## config.mk

```make
export PLATFORM = sky130hd
export DESIGN_NAME = ram_port_arbiter
export DESIGN_NICKNAME = d
export VERILOG_FILES = /design/src/rtl/ram_port_arbiter.sv
export SDC_FILE = /design/constraint.sdc
export NUM_CORES = 1
export LEC_CHECK = 0
export BUFFER_PORTS_ARGS = -buffer_cell sky130_fd_sc_hd__buf_2
export CORE_AREA = 3 3 120 122
export DETAILED_ROUTE_END_ITERATION = 8
export DIE_AREA = 0 0 123 125
export PLACE_DENSITY = 0.43
export SLEW_MARGIN = 20
export SYNTH_ARGS = -nofsm -noshare
export SYNTH_HDL_FRONTEND = slang
export SYNTH_SLANG_ARGS = --single-unit
```

## constraint.sdc

```tcl
create_clock -name clk_i -period 2.22 [get_ports clk_i]
set_input_delay 0.111 -clock clk_i [delete_from_list [all_inputs] [get_ports clk_i]]
set_output_delay 0.111 -clock clk_i [all_outputs]
set_load 0.03 [all_outputs]
```

## src/rtl/ram_port_arbiter.sv

```systemverilog
// ram_port_arbiter
//
// Purpose: shares a single RAM port between three requesters: the data
// stage (d), the instruction fetch (f, read-only) and a loader/DMA engine
// (l). Grants are combinational in the request cycle and drive the RAM
// address/data/byte-enable/write-enable directly. Read responses come back
// one cycle later on the shared rdata_o, and the per-requester rvalid pulses
// say who they belong to.
//
// Priority: d > f > l. The loader can lock the port across several cycles
// by holding l_lock_i after it has been granted.
//
// Optional feature (macro ARB_STARVE_GUARD_EN): a starvation counter for the
// loader. Once the loader has waited STARVE_LIMIT cycles it wins the next
// arbitration. With the macro undefined the priority is strictly fixed and
// the loader may wait indefinitely.
//
// Ports:
//   clk_i, reset_i          clock, synchronous active-high reset
//   d_req_i, d_we_i         data-stage request / write
//   d_addr_i, d_wdata_i     data-stage byte address / write data
//   d_byteen_i              data-stage byte enables
//   d_gnt_o, d_rvalid_o     data grant / read data valid
//   f_req_i, f_addr_i       fetch request / byte address
//   f_gnt_o, f_rvalid_o     fetch grant / read data valid
//   l_req_i, l_lock_i       loader request / lock hold
//   l_we_i                  loader write
//   l_addr_i, l_wdata_i     loader byte address / write data
//   l_byteen_i              loader byte enables
//   l_gnt_o, l_rvalid_o     loader grant / read data valid
//   ram_addr_o              word address to the RAM
//   ram_data_o              RAM write data
//   ram_byteen_o            RAM byte enables
//   ram_wren_o              RAM write enable
//   ram_q_i                 RAM read data (one-cycle registered latency)
//   rdata_o                 shared read data (copy of ram_q_i)
//
// FSM:
//   state     | meaning
//   ST_IDLE   | normal fixed-priority arbitration (plus starvation guard)
//   ST_LOCKED | loader owns the port while it keeps l_req_i and l_lock_i

module ram_port_arbiter #(
  parameter logic [3:0] STARVE_LIMIT = 4'd15
) (
  input  logic        clk_i,
  input  logic        reset_i,

  input  logic        d_req_i,
  input  logic        d_we_i,
  input  logic [31:0] d_addr_i,
  input  logic [31:0] d_wdata_i,
  input  logic [3:0]  d_byteen_i,
  output logic        d_gnt_o,
  output logic        d_rvalid_o,

  input  logic        f_req_i,
  input  logic [31:0] f_addr_i,
  output logic        f_gnt_o,
  output logic        f_rvalid_o,

  input  logic        l_req_i,
  input  logic        l_lock_i,
  input  logic        l_we_i,
  input  logic [31:0] l_addr_i,
  input  logic [31:0] l_wdata_i,
  input  logic [3:0]  l_byteen_i,
  output logic        l_gnt_o,
  output logic        l_rvalid_o,

  output logic [29:0] ram_addr_o,
  output logic [31:0] ram_data_o,
  output logic [3:0]  ram_byteen_o,
  output logic        ram_wren_o,
  input  logic [31:0] ram_q_i,
  output logic [31:0] rdata_o
);

  typedef enum logic {
    ST_IDLE   = 1'b0,
    ST_LOCKED = 1'b1
  } state_e;

  typedef enum logic [1:0] {
    SRC_NONE = 2'd0,
    SRC_D    = 2'd1,
    SRC_F    = 2'd2,
    SRC_L    = 2'd3
  } src_e;

  state_e     state_q, state_d;
  src_e       win;

  // Read-response tags, one bit per requester: {l, f, d}.
  logic [2:0] rvalid_q, rvalid_d;

  logic       starve_hit;

  // Byte-offset bits never reach the word-addressed RAM.
  logic       unused_addr_lsbs;
  assign unused_addr_lsbs = ^{d_addr_i[1:0], f_addr_i[1:0], l_addr_i[1:0]};

`ifdef ARB_STARVE_GUARD_EN
  logic [3:0] starve_q, starve_d;

  assign starve_hit = (starve_q == STARVE_LIMIT);

  // Counts loader wait cycles, saturating at the limit; any loader grant
  // (normal, locked or forced) clears it.
  always_comb begin
    starve_d = starve_q;
    if (win == SRC_L) begin
      starve_d = 4'd0;
    end else if (l_req_i && (starve_q != STARVE_LIMIT)) begin
      starve_d = starve_q + 4'd1;
    end
  end
`else
  logic       unused_starve_limit;
  assign unused_starve_limit = ^STARVE_LIMIT;
  assign starve_hit          = 1'b0;
`endif

  // Winner selection. Reset suppresses every grant. In LOCKED the loader
  // keeps the port as long as it holds both req and lock; the cycle it
  // drops either one falls through to the normal IDLE rules.
  always_comb begin
    win = SRC_NONE;
    if (reset_i) begin
      win = SRC_NONE;
    end else if ((state_q == ST_LOCKED) && l_req_i && l_lock_i) begin
      win = SRC_L;
    end else if (starve_hit && l_req_i) begin
      win = SRC_L;
    end else if (d_req_i) begin
      win = SRC_D;
    end else if (f_req_i) begin
      win = SRC_F;
    end else if (l_req_i) begin
      win = SRC_L;
    end
  end

  // The lock is only taken or kept on a cycle where the loader is granted
  // while asserting l_lock_i.
  always_comb begin
    state_d = ST_IDLE;
    if ((win == SRC_L) && l_lock_i) begin
      state_d = ST_LOCKED;
    end
  end

  // RAM port mux and response tagging. Idle bus drives all zeros.
  always_comb begin
    d_gnt_o      = 1'b0;
    f_gnt_o      = 1'b0;
    l_gnt_o      = 1'b0;
    ram_addr_o   = 30'd0;
    ram_data_o   = 32'd0;
    ram_byteen_o = 4'd0;
    ram_wren_o   = 1'b0;
    rvalid_d     = 3'b000;
    case (win)
      SRC_D: begin
        d_gnt_o      = 1'b1;
        ram_addr_o   = d_addr_i[31:2];
        ram_data_o   = d_wdata_i;
        ram_byteen_o = d_byteen_i;
        ram_wren_o   = d_we_i;
        rvalid_d[0]  = ~d_we_i;
      end
      SRC_F: begin
        f_gnt_o      = 1'b1;
        ram_addr_o   = f_addr_i[31:2];
        ram_byteen_o = 4'b1111;
        rvalid_d[1]  = 1'b1;
      end
      SRC_L: begin
        l_gnt_o      = 1'b1;
        ram_addr_o   = l_addr_i[31:2];
        ram_data_o   = l_wdata_i;
        ram_byteen_o = l_byteen_i;
        ram_wren_o   = l_we_i;
        rvalid_d[2]  = ~l_we_i;
      end
      default: begin
        rvalid_d = 3'b000;
      end
    endcase
  end

  always_ff @(posedge clk_i) begin
    if (reset_i) begin
      state_q  <= ST_IDLE;
      rvalid_q <= 3'b000;
`ifdef ARB_STARVE_GUARD_EN
      starve_q <= 4'd0;
`endif
    end else begin
      state_q  <= state_d;
      rvalid_q <= rvalid_d;
`ifdef ARB_STARVE_GUARD_EN
      starve_q <= starve_d;
`endif
    end
  end

  // A response tag still sitting in the pipeline is hidden during the reset
  // cycle so nothing stale escapes while reset is asserted.
  assign d_rvalid_o = rvalid_q[0] & ~reset_i;
  assign f_rvalid_o = rvalid_q[1] & ~reset_i;
  assign l_rvalid_o = rvalid_q[2] & ~reset_i;

  assign rdata_o = ram_q_i;

endmodule

```

# Yosys cells after proc, flatten, opt, wreduce, memory -nomap -nowiden
# Index checks and enable logic that the tools add are counted.
# word_totals
regBits	4
input_bits	208
output_inout_bits	105
# classes
eq_ne	3
muxes	13
n_bitwise	8
reduce_logical	5
# ops
cell	n
case mux 30 bit (3 select lines)	1
case mux 32 bit (2 select lines)	1
case mux 4 bit (3 select lines)	1
2-to-1 mux 2 bit	5
NOT 1 bit	5
equality test 2 bit (second input constant)	2
2-to-1 mux 1 bit	4
OR reduction 2 bit	2
bitwise AND 1 bit	3
logical AND 1 bit	3
equality test 2 x 1 -> 1 bit (second input constant)	1
case mux 1 bit (2 select lines)	1

# Logic depth before layout (Yosys ltp)
# Gate-level depths: netlist of the first run.
# logic_depth
ltp_word	8
mapped_depth	5

# Least setup slack after synthesis of the first run
# OpenSTA, ideal clock, no wires.
# synth_path
path_type	register -> output
start	register state_q
end	output ram_data_o[25]
t_arrival_ns	1.304
t_required_ns	2.109
path_slack_ns	0.805
path_stages_with_launch	6
path_cell_list	dfxtp_1 a2bb2oi_2 nor3b_2 buf_6 buf_4 a22o_1
# synth_via
elab_chain_cells	6
# synth_rtl
item	line_no	text
start, declared	91	state_e state_q, state_d;
start signal, assigned	200	state_q <= state_d;
logical AND 1 bit (*) (2 in series)	131	end else if ((state_q == ST_LOCKED) && l_req_i && l_lock_i) begin
2-to-1 mux 2 bit (*)	131	
2-to-1 mux 2 bit (*)	129	if (reset_i) begin
equality test 2 bit or equality test 2 x 1 -> 1 bit (tied branches)	163	case (win)
case mux 32 bit (2 select lines) (*)	163	
end, declared	72	output logic [31:0] ram_data_o,
# Every way passes the cells marked *; elsewhere a longest branch is shown, timed or not.

# Final worst setup path of the first run
# layout_path
start	register state_q
end	output ram_addr_o[13]
# layout_via
elab_chain_cells	6
# layout_rtl
item	line_no	text
logical AND 1 bit (*) (2 in series)	131	
2-to-1 mux 2 bit (*)	131	
2-to-1 mux 2 bit (*)	129	
equality test 2 bit or equality test 2 x 1 -> 1 bit (tied branches)	163	
case mux 30 bit (3 select lines) (*)	163	
end, declared	71	output logic [29:0] ram_addr_o,
# Marked as above.

==> results of run 1 <==
-- worst min path at each step --
stage	end	slack, ns	cells after the start	start
final	rvalid_q[2]$_SDFF_PP0_	0.07	2	l_we_i
after global routing	rvalid_q[2]$_SDFF_PP0_	0.07	2	l_we_i
after CTS	rvalid_q[2]$_SDFF_PP0_	0.06	2	l_we_i
after detailed placement	rdata_o[25]	0.22	0	ram_q_i[25]
after global placement	rdata_o[25]	0.22	0	ram_q_i[25]
after floorplan	rvalid_q[0]$_SDFF_PP0_	0.18	1	d_we_i
-- registers in the layout (all words and copies together) (netlist names) --
name,count
rvalid_q,3
state_q,1
-- layout make-up --
cell class,count,area (µm²)
timing repair buffer,249,1260
sequential,4,80.1
tap,176,220
clock buffer,3,75.1
fill,1490,10700
multi-input combinational,118,967
-- per-layer routing --
metal	up-vias	wire length [µm]	track usage [%]
met5	-	0	0
met4	0	93	2.08
met3	18	800	1.72
met2	125	4400	18.2
met1	1095	3250	11.5
li1	1079	-	-
-- logic make-up (layout without fill, tap and decap cells) --
kind of cell | Yosys count | after routing | synth area share [%]
AOI/OAI and AO/OA | 76 | 76 | 48.7
buffers and inverters | 53 | 252 | 26.6
DFF | 4 | 4 | 5.64
and+or+nand+nor | 42 | 42 | 19.0
-- stage by stage --
step,hold slack [ns],cell area [µm²]
detailed placement,0.222,2530
floorplan,0.183,1420
CTS,0.0640,2610
global route,0.0720,2610
finish,0.0675,2610
global placement,0.222,2530
-- worst max-delay path, cell delays in order, from the launching register on --
cell     delay [ns]
dfxtp_1        0.32
a31oi_2        0.15
buf_4          0.21
and2_1         0.14
buf_4          0.32
a221o_1        0.23
buf_2          0.21
-- power breakdown --
part / switching (W) / internal [W]
registers: 0.000000596 / 0.0000745
clock network: 0.0000510 / 0.000230
logic: 0.000332 / 0.000238
total: 0.000384 / 0.000543
-- cells in the final DEF (no fill, tap or decap) --
cell	instances
a221o_1	29
nor2b_1	5
a2bb2oi_2	1
nand3_1	1
buf_4	7
clkbuf_16	3
and2_1	4
nor2b_2	1
a31oi_2	1
o21bai_1	1
a22oi_1	1
and3_1	29
buf_2	242
nor3b_4	1
nand2b_1	1
a21oi_1	5
o2bb2ai_1	5
a22o_1	33
dfxtp_1	4
==> metrics.md, run 1 <==
| Metric | Value |
|---|---|
| Area share of the largest cell type after synthesis | `22.8%` |
| Clock Skews | `0.00323 ns` |
| Num CTS Buffers | `3` |
| Hold Violations, Final | `0` |
| # rows | `42` |
| Setup slack, reg-to-reg | `0.80 ns` |
| Synth top area cells | `buf_4 23%, a221o_1 20%, a22o_1 20%` |
| Reg clk slew, reported paths | `0.03 ns` |
| Worst Hold Class | `input pin to flip-flop` |
| Final setup margin | `0.290 ns` |
| Yosys reg bits | `4` |
| Outcome | `finished clean` |
| Final count of negative-setup-slack endpoints | `0` |
| Fraction of layout cells with a size suffix above 1 | `68.4%` |
| CTS tree | `yes` |
| Worst-Skew Late Latency | `0.22 ns` |
| Max-cap check violation count | `0` |
| Pins Over Slew Limit | `0` |
| Cells after Synth | `175` |
| Final total power | `0.000927 W` |
| Sequential fraction of the synthesis area | `5.64%` |
| PostCTS Resize Cnt | `0` |
| # diodes | `0` |
| Actual slew at the worst max-slew pin | `0.435 ns` |
| Via density | `4.21` |
| Mapped cell area | `0.00142 mm²` |
| Nets@finish | `584` |
| CTS H-tree lvls | `1` |
| Area Growth Syn to Fin | `83.7%` |
| Hpwl dp | `7250 µm` |
| Io pins | `313` |
| WL per Instance | `15.5 µm` |
| RSZ-0062 raised after global routing | `no` |
| Worst Path Required | `2.11 ns` |
| Core region area | `0.0133 mm²` |
| Drt first pass iters | `5` |
| Reg2reg end | `rvalid_q[0]$_SDFF_PP0_` |
| Worst VDD drop | `0.186 mV` |
| Die area | `0.0154 mm²` |
| Post-synth EDFFs | `0` |
| Crit path launch | `state_q$_SDFF_PP0_` |
| Worst R2R Start | `state_q$_SDFF_PP0_` |
| Synth Flop Type | `dfxtp_1` |
| Synth async-reset ratio | `0%` |
| Largest net degree at the start of global routing | `43` |
| Drt initial violations | `78` |
| Post-CTS Hold Fix Bufs | `0` |
| Min cycle time layout | `1.93 ns` |
| Net Count, Synth | `383` |
| CP Class | `flip-flop to primary output` |
| Die width | `123 µm` |
| Slew headroom | `71.0%` |
| Final wirelength | `8540 µm` |
| Avg Inst Size Synth | `8.11 µm²` |
| Antenna violations before repair | `0` |
| Dominant cell type by area after synthesis | `buf_4` |
| Post-route antenna net violation count | `0` |
| Synth unique cells | `20` |
| Pre-CTS WS | `0.474 ns` |
| CP max FO | `30` |
| DRC | `0` |
| Most frequent cell after synthesis | `buf_4` |
| Pwr Density | `356 mW/mm²` |
| Inst Count DP | `547` |
| Final core utilization | `19.6%` |
| Post-CTS repair timing setup buffer count | `0` |
| Vias in the first global route | `2362` |
| Tcrit/Tclk final | `86.9%` |
| First-pass GRT wire length | `12200 µm` |
| Die H | `125 µm` |
| Crit path capture type | `primary output` |
| Worst endpoint data arrival time | `1.82 ns` |
| Total congestion overflow | `0` |
| TNS Setup | `0 ns` |
| Via count | `2317` |
| Yosys warning total | `0` |
| Setup crit start kind | `flip-flop` |
| Num Clock Sinks | `4` |
| PortBufs | `242` |
| Crit path to | `ram_addr_o[13]` |
| Maximum clock frequency | `518 MHz` |
| Fin cells | `550` |
| Clock buffer depth | `2` |
| Leak pwr | `1.59 nW` |
| CTS root buf | `clkbuf_16` |
| Most frequent cells after synthesis | `43 x buf_4, 33 x a22o_1, 29 x a221o_1, 29 x and3_1, 6 x clkbuf_1` |
| Final Wtd Congestion | `0.790` |
| R2R depth | `5` |
| Initial Util | `10.7%` |
| GRT Overall Usage | `9.78%` |
Note: power is estimated with default switching activity, not from simulation.
==> inputs of run 2 (changes only) <==
--- a/config.mk
+++ b/config.mk
@@ -6,10 +6,12 @@
 export NUM_CORES = 1
 export LEC_CHECK = 0
 export BUFFER_PORTS_ARGS = -buffer_cell sky130_fd_sc_hd__buf_2
-export CORE_AREA = 3 3 120 122
+export CELL_PAD_IN_SITES_DETAIL_PLACEMENT = 1
+export CELL_PAD_IN_SITES_GLOBAL_PLACEMENT = 1
+export CORE_AREA = 3 3 121 123
 export DETAILED_ROUTE_END_ITERATION = 8
-export DIE_AREA = 0 0 123 125
-export PLACE_DENSITY = 0.43
+export DIE_AREA = 0 0 124 126
+export PLACE_DENSITY = 0.69
 export SLEW_MARGIN = 20
 export SYNTH_ARGS = -nofsm -noshare
 export SYNTH_HDL_FRONTEND = slang
==> run 2 against run 1 <==
  * Final cell count grew 0.73%
  * Largest power group unchanged
  * Hold slack barely moved
  * Non-clock buffer count unchanged
  * Via count shrank 0.60%
  * Maximum frequency increased by 8.0%
  * Flip-flop and latch count did not move
  * Cell area up 0.67%
  * Critical path type unchanged
==> metrics.md, run 2 (same netlist as run 1, synthesis figures left out) <==
| Metric | Value |
|---|---|
| Most common cell after layout, fill and taps aside | `buf_2 (unchanged)` |
| Hold Violations, Final | `0 (unchanged)` |
| Num CTS Buffers | `3 (unchanged)` |
| Area Growth Syn to Fin | `84.9% (was 83.7%)` |
| Final wirelength | `7880 µm (was 8540 µm)` |
| Max FFs per register | `3 (unchanged)` |
| Reg clk slew, reported paths | `0.03 ns (about the same)` |
| Total congestion overflow | `0 (unchanged)` |
| GRT Overall Usage | `8.77% (was 9.78%)` |
| Vias in the first global route | `2323 (was 2362)` |
| # rows | `43 (was 42)` |
| Num Clock Sinks | `4 (unchanged)` |
| TNS Setup | `0 ns (unchanged)` |
| Outcome | `finished clean (unchanged)` |
| Setup crit start kind | `flip-flop (unchanged)` |
| Drt first pass iters | `4 (was 5)` |
| Largest net degree at the start of global routing | `38 (was 43)` |
| Max-cap check violation count | `0 (unchanged)` |
| Fin cells | `554 (was 550)` |
| # diodes | `0 (unchanged)` |
| Initial Util | `10.3% (was 10.7%)` |
| Top reg by flops | `rvalid_q (unchanged)` |
| Top flop regs | `rvalid_q x3, state_q x1 (unchanged)` |
| Post-CTS repair timing setup buffer count | `0 (unchanged)` |
| Via density | `4.16 (was 4.21)` |
| Tcrit/Tclk final | `80.5% (was 86.9%)` |
| Final total power | `0.000922 W (was 0.000927 W)` |
| Final core utilization | `19.0% (was 19.6%)` |
| Core region area | `0.0138 mm² (was 0.0133 mm²)` |
| Worst endpoint data arrival time | `1.68 ns (was 1.82 ns)` |
| Pwr Density | `351 mW/mm² (was 356 mW/mm²)` |
| CP max FO | `35 (was 30)` |
| Io pins | `313 (unchanged)` |
| Min cycle time layout | `1.79 ns (was 1.93 ns)` |
| Die width | `124 µm (was 123 µm)` |
| Via count | `2303 (was 2317)` |
| Clock buffer depth | `2 (unchanged)` |
| Final Wtd Congestion | `0.740 (was 0.790)` |
| First-pass GRT wire length | `11300 µm (was 12200 µm)` |
| CP Class | `flip-flop to primary output (unchanged)` |
| Slew headroom | `70.5% (was 71.0%)` |
| Crit path capture type | `primary output (unchanged)` |
| Worst VDD drop | `0.385 mV (was 0.186 mV)` |
| Maximum clock frequency | `560 MHz (was 518 MHz)` |
| Fraction of layout cells with a size suffix above 1 | `68.4% (unchanged)` |
| Most used cells in the layout excluding fill and tap cells | `242 x buf_2, 33 x a22o_1, 29 x and3_1, 29 x a221o_1, 6 x buf_4 (was 242 x buf_2, 33 x a22o_1, 29 x and3_1, 29 x a221o_1, 7 x buf_4)` |
| Worst Path Required | `2.11 ns (about the same)` |
| Die area | `0.0156 mm² (was 0.0154 mm²)` |
| CTS root buf | `clkbuf_16 (unchanged)` |
| Worst-Skew Late Latency | `0.22 ns (about the same)` |
| Post-CTS Hold Fix Bufs | `0 (unchanged)` |
| DRC | `0 (unchanged)` |
| Hpwl dp | `6830 µm (was 7250 µm)` |
| CTS H-tree lvls | `1 (unchanged)` |
| Clock Skews | `0.00140 ns (was 0.00323 ns)` |
| RSZ-0062 raised after global routing | `no (unchanged)` |
| Actual slew at the worst max-slew pin | `0.442 ns (was 0.435 ns)` |
| Die H | `126 µm (was 125 µm)` |
| WL per Instance | `14.2 µm (was 15.5 µm)` |
| PostCTS Resize Cnt | `0 (unchanged)` |
| Nets@finish | `584 (unchanged)` |
| Drt initial violations | `47 (was 78)` |
| Final count of negative-setup-slack endpoints | `0 (unchanged)` |
| Antenna violations before repair | `0 (unchanged)` |
| Pins Over Slew Limit | `0 (unchanged)` |
| PortBufs | `242 (unchanged)` |
| Worst hold margin | `0.0671 ns (was 0.0675 ns)` |
| Post-route antenna net violation count | `0 (unchanged)` |
| CTS tree | `yes (unchanged)` |
| Worst Hold Class | `input pin to flip-flop (unchanged)` |
| Inst Count DP | `551 (was 547)` |
| Leak pwr | `1.59 nW (about the same)` |
run 2: worst paths after layout:
kind | from | slack, ns | to | cells after the start
max | state_q$_SDFF_PP0_ | 0.43 | ram_data_o[23] | 5
min | d_we_i | 0.07 | rvalid_q[0]$_SDFF_PP0_ | 2
max reg2reg | state_q$_SDFF_PP0_ | 0.91 | rvalid_q[0]$_SDFF_PP0_ | 4
min reg2reg | state_q$_SDFF_PP0_ | 0.69 | rvalid_q[1]$_SDFF_PP0_ | 2
run 2: per-stage QoR:
| step | worst slack (ns) | cell area (µm²) |
|---|---|---|
| floorplan | 0.805 | 1420 |
| global placement | 0.525 | 2550 |
| detailed placement | 0.480 | 2550 |
| CTS | 0.394 | 2620 |
| global route | 0.283 | 2620 |
| finish | 0.433 | 2620 |
run 2: power by group:
group / total, W / internal (W) / switching, W / leakage, nW
Sequential: 0.0000753 / 0.0000745 / 0.000000703 / 0.0326
Clock: 0.000280 / 0.000230 / 0.0000503 / 0.0370
Combinational: 0.000566 / 0.000240 / 0.000326 / 1.52
run 2: final cells by class:
type	count	area [µm²]
fillers	1737	11100
multi-input cells	118	967
flip-flops and latches	4	80.1
well taps	180	225
repair buffers	249	1280
clock buffers	3	75.1
run 2: critical path, stage by stage (launching register included):
cell,delay (ns)
dfxtp_1,0.33
a31oi_2,0.19
and2_1,0.17
buf_4,0.34
a22o_1,0.20
buf_2,0.21
run 2: routing by layer:
metal,vias to the layer above,GRT usage [%],part of all wire [%]
met3,13,1.48,10
li1,1078,-,-
met4,0,1.80,1.2
met1,1069,8.60,33
met5,-,0,0
met2,143,18.4,56
==> inputs of run 3 (changes only) <==
--- a/config.mk
+++ b/config.mk
@@ -5,13 +5,14 @@
 export SDC_FILE = /design/constraint.sdc
 export NUM_CORES = 1
 export LEC_CHECK = 0
+export ABC_AREA = 1
 export BUFFER_PORTS_ARGS = -buffer_cell sky130_fd_sc_hd__buf_2
 export CELL_PAD_IN_SITES_DETAIL_PLACEMENT = 1
 export CELL_PAD_IN_SITES_GLOBAL_PLACEMENT = 1
-export CORE_AREA = 3 3 121 123
+export CORE_MARGIN = 3
+export CORE_UTILIZATION = 13
 export DETAILED_ROUTE_END_ITERATION = 8
-export DIE_AREA = 0 0 124 126
-export PLACE_DENSITY = 0.69
+export PLACE_DENSITY = 0.8
 export SLEW_MARGIN = 20
 export SYNTH_ARGS = -nofsm -noshare
 export SYNTH_HDL_FRONTEND = slang
==> constraint.sdc (replaced) <==
create_clock -name clk_i -period 1.6 [get_ports clk_i]
set_input_delay 0.08 -clock clk_i [delete_from_list [all_inputs] [get_ports clk_i]]
set_output_delay 0.08 -clock clk_i [all_outputs]
set_load 0.03 [all_outputs]
==> run 3 against run 2 <==
  * First-iteration DRC count grew 57%
  * Register-to-register slack worse by 0.49 ns
  * Flip-flop and latch count did not move
  * Die area decreased by 4.1%
  * Largest power group unchanged
  * Hold slack got worse by 0.038 ns
  * Routed wire length rose by 44%
  * Largest cell class unchanged
==> metrics.md, run 3 <==
| Metric | Value |
|---|---|
| Io pins | `313 (unchanged)` |
| Final setup margin | `0.0105 ns (was 0.433 ns)` |
| Adder-cell share of the synthesized area | `0% (unchanged)` |
| Yosys warning total | `0 (unchanged)` |
| Pwr Density | `479 mW/mm² (was 351 mW/mm²)` |
| DRC | `0 (unchanged)` |
| Num Clock Sinks | `4 (unchanged)` |
| Largest family of logic cells by synthesized area | `simple AND/OR/NAND/NOR gates (was compound AO/OA/AOI/OAI gates)` |
| Die area | `0.0150 mm² (was 0.0156 mm²)` |
| Most frequent cells after synthesis | `109 x nand2_1, 90 x nand4_1, 36 x buf_4 (was 43 x buf_4, 33 x a22o_1, 29 x a221o_1, 29 x and3_1, 6 x clkbuf_1)` |
| Tcrit/Tclk final | `99.3%` |
| Final wirelength | `11300 µm (was 7880 µm)` |
| # rows | `41 (was 43)` |
| Most frequent cell after synthesis | `nand2_1 (was buf_4)` |
| Total congestion overflow | `0 (unchanged)` |
| Crit-path cells | `nand3_4 > o21ai_4 > buf_4 > nor2_4 > buf_12 > nand2_1 > nand2_2 > buf_6 (was a31oi_2 > and2_1 > buf_4 > a22o_1 > buf_2)` |
| WL per Instance | `16.1 µm (was 14.2 µm)` |
| RSZ-0062 raised after global routing | `yes (was no)` |
| CTS root buf | `clkbuf_16 (unchanged)` |
| Worst endpoint data arrival time | `1.51 ns (was 1.68 ns)` |
| PortBufs | `242 (unchanged)` |
| Mux contribution to synthesized area | `0% (unchanged)` |
| Setup crit start kind | `flip-flop (unchanged)` |
| Outcome | `finished clean (unchanged)` |
| Initial Util | `13.6% (was 10.3%)` |
| Worst hold margin | `0.0290 ns (was 0.0671 ns)` |
| Mapped cell area | `0.00176 mm² (was 0.00142 mm²)` |
| Maximum clock frequency | `629 MHz` |
| Via density | `4.61 (was 4.16)` |
| Worst Hold Class | `input pin to flip-flop (unchanged)` |
| Max-cap check violation count | `0 (unchanged)` |
| Worst Path Required | `1.52 ns (was 2.11 ns)` |
| Worst-Skew Late Latency | `0.22 ns (about the same)` |
| # diodes | `0 (unchanged)` |
| CTS tree | `yes (unchanged)` |
| Clock buffer depth | `2 (unchanged)` |
| Hold Violations, Final | `0 (unchanged)` |
| Top flop regs | `rvalid_q x3, state_q x1 (unchanged)` |
| Yosys reg bits | `4 (unchanged)` |
| Cells after Synth | `332 (was 175)` |
| Vias in the first global route | `3313 (was 2323)` |
| Final Wtd Congestion | `0.686 (was 0.740)` |
| Via count | `3244 (was 2303)` |
| Worst VDD drop | `0.248 mV (was 0.385 mV)` |
| Crit path capture type | `primary output (unchanged)` |
| Hpwl dp | `8290 µm (was 6830 µm)` |
| TNS Setup | `0 ns (unchanged)` |
| Die H | `122 µm (was 126 µm)` |
| Synth Flop Type | `dfxtp_1 (unchanged)` |
| Area Growth Syn to Fin | `107% (was 84.9%)` |
| Final core utilization | `28.2% (was 19.0%)` |
| Antenna violations before repair | `1 (was 0)` |
| Post-route antenna net violation count | `0 (unchanged)` |
| Largest net degree at the start of global routing | `52 (was 38)` |
| Reg clk slew, reported paths | `0.03 ns (about the same)` |
| Final count of negative-setup-slack endpoints | `0 (unchanged)` |
| CP Class | `flip-flop to primary output (unchanged)` |
| Synth Area in XOR/XNOR | `0% (unchanged)` |
| Max FFs per register | `3 (unchanged)` |
| Pre-CTS WS | `0.0729 ns (was 0.480 ns)` |
| Synth unique cells | `17 (was 20)` |
| Synth Area in Simple Gates | `68.5% (was 19.0%)` |
| Min cycle time layout | `1.59 ns` |
| Core region area | `0.0129 mm² (was 0.0138 mm²)` |
| Net Count, Synth | `540 (was 383)` |
| Top reg by flops | `rvalid_q (unchanged)` |
| Most common cell after layout, fill and taps aside | `buf_2 (unchanged)` |
| Post-synth EDFFs | `0 (unchanged)` |
| Synth async-reset ratio | `0% (unchanged)` |
| Leak pwr | `1.97 nW (was 1.59 nW)` |
| Pins Over Slew Limit | `0 (unchanged)` |
| Dominant cell type by area after synthesis | `nand4_1 (was buf_4)` |
| Num CTS Buffers | `3 (unchanged)` |
| CP peak stage delay | `0.32 ns (was 0.34 ns)` |
| Area share of the largest cell type after synthesis | `32.0% (was 22.8%)` |
| Fillers | `1684 (was 1737)` |
| Clock Skews | `0.00340 ns (was 0.00140 ns)` |
| Avg Inst Size Synth | `5.31 µm² (was 8.11 µm²)` |
| Drt first pass iters | `4 (unchanged)` |
| Max stage delay cell, worst path | `dfxtp_2 (was buf_4)` |
| CTS H-tree lvls | `1 (unchanged)` |
| Drt initial violations | `74 (was 47)` |
| Sequential fraction of the synthesis area | `4.55% (was 5.64%)` |
| GRT Overall Usage | `13.5% (was 8.77%)` |
| Slew headroom | `73.8% (was 70.5%)` |
| Actual slew at the worst max-slew pin | `0.393 ns (was 0.442 ns)` |
| Fraction of layout cells with a size suffix above 1 | `54.1% (was 68.4%)` |
| CP max FO | `19 (was 35)` |
| Nets@finish | `742 (was 584)` |
| Synth top area cells | `nand4_1 32%, nand2_1 23%, buf_4 15% (was buf_4 23%, a221o_1 20%, a22o_1 20%)` |
| Die width | `122 µm (was 124 µm)` |
| First-pass GRT wire length | `16400 µm (was 11300 µm)` |
| Compound-cell area share of the yosys netlist | `2.06% (was 48.7%)` |
| Most used cells in the layout excluding fill and tap cells | `175 x buf_2, 99 x nand2_1, 90 x nand4_1 (was 242 x buf_2, 33 x a22o_1, 29 x and3_1, 29 x a221o_1, 6 x buf_4)` |
-- run 3: changes by cell type after synthesis, sizes merged, moves of 9 or more --
cell	previous run	this run
nand2	0	110
nand4	0	90
a22o	33	0
nand3	1	32
a221o	29	0
and3	29	0
nor2	0	12
inv	0	11
clkbuf	6	15
-- run 3: layer usage --
| layer | routed length [µm] | track usage (%) | part of all wire, % |
|---|---|---|---|
| met5 | 7 | 0 | 0.062 |
| met2 | 5970 | 27.4 | 53 |
| met4 | 169 | 2.52 | 1.5 |
| met3 | 1230 | 3.41 | 11 |
| met1 | 3970 | 13.8 | 35 |
-- run 3: area by class of cell --
cell class,instances,area (µm²),area share (%)
flip-flops and latches,4,81.3,2.23
clock buffers,3,75.1,2.06
multi-input cells,250,1300,35.8
inverters,11,43.8,1.20
repair buffers,264,1920,52.8
well taps,172,215,5.91
-- run 3: logic make-up (layout without fill, tap and decap cells) --
| family | count (synthesis) | after routing |
|---|---|---|
| and+or+nand+nor | 245 | 245 |
| buffers and inverters | 78 | 278 |
| AOI/OAI and AO/OA | 5 | 5 |
| DFF | 4 | 4 |
-- run 3: report_power, final --
group          switching [W]  internal (W)
clock network      0.0000685      0.000319
registers         0.00000133      0.000104
logic               0.000705      0.000544
-- run 3: worst paths after layout --
kind	start	to	slack (ns)	cells after the start
min	l_we_i	rvalid_q[2]$_SDFF_PP0_	0.03	2
min reg2reg	state_q$_SDFF_PP0_	rvalid_q[0]$_SDFF_PP0_	0.74	4
max	state_q$_SDFF_PP0_	ram_data_o[14]	0.01	8
max reg2reg	state_q$_SDFF_PP0_	state_q$_SDFF_PP0_	0.42	7
-- run 3: what timing repair did --
action                                  CTS  global route
endpoints found under the setup margin   67            66
buffers inserted                          5             0
cloned                                    4             2
resized for setup                        96            50
hold buffers                              0             0
pin swaps                                 3             3
-- run 3: critical path: cells and delay by family, from the launching register on --
family          cells  cell delay, ns
compound gates      1            0.08
buf+inv             3            0.45
flops               1            0.32
simple gates        4            0.41
-- run 3: per-stage QoR --
step	total power, W	instance area (µm²)	std cells
3_3_place_gp	0.00111	2970	692
5_1_grt	0.00186	3640	704
3_5_place_dp	0.00112	2970	692
2_1_floorplan	0.000816	1760	332
6_report	0.00174	3640	704
4_1_cts	0.00170	3490	704
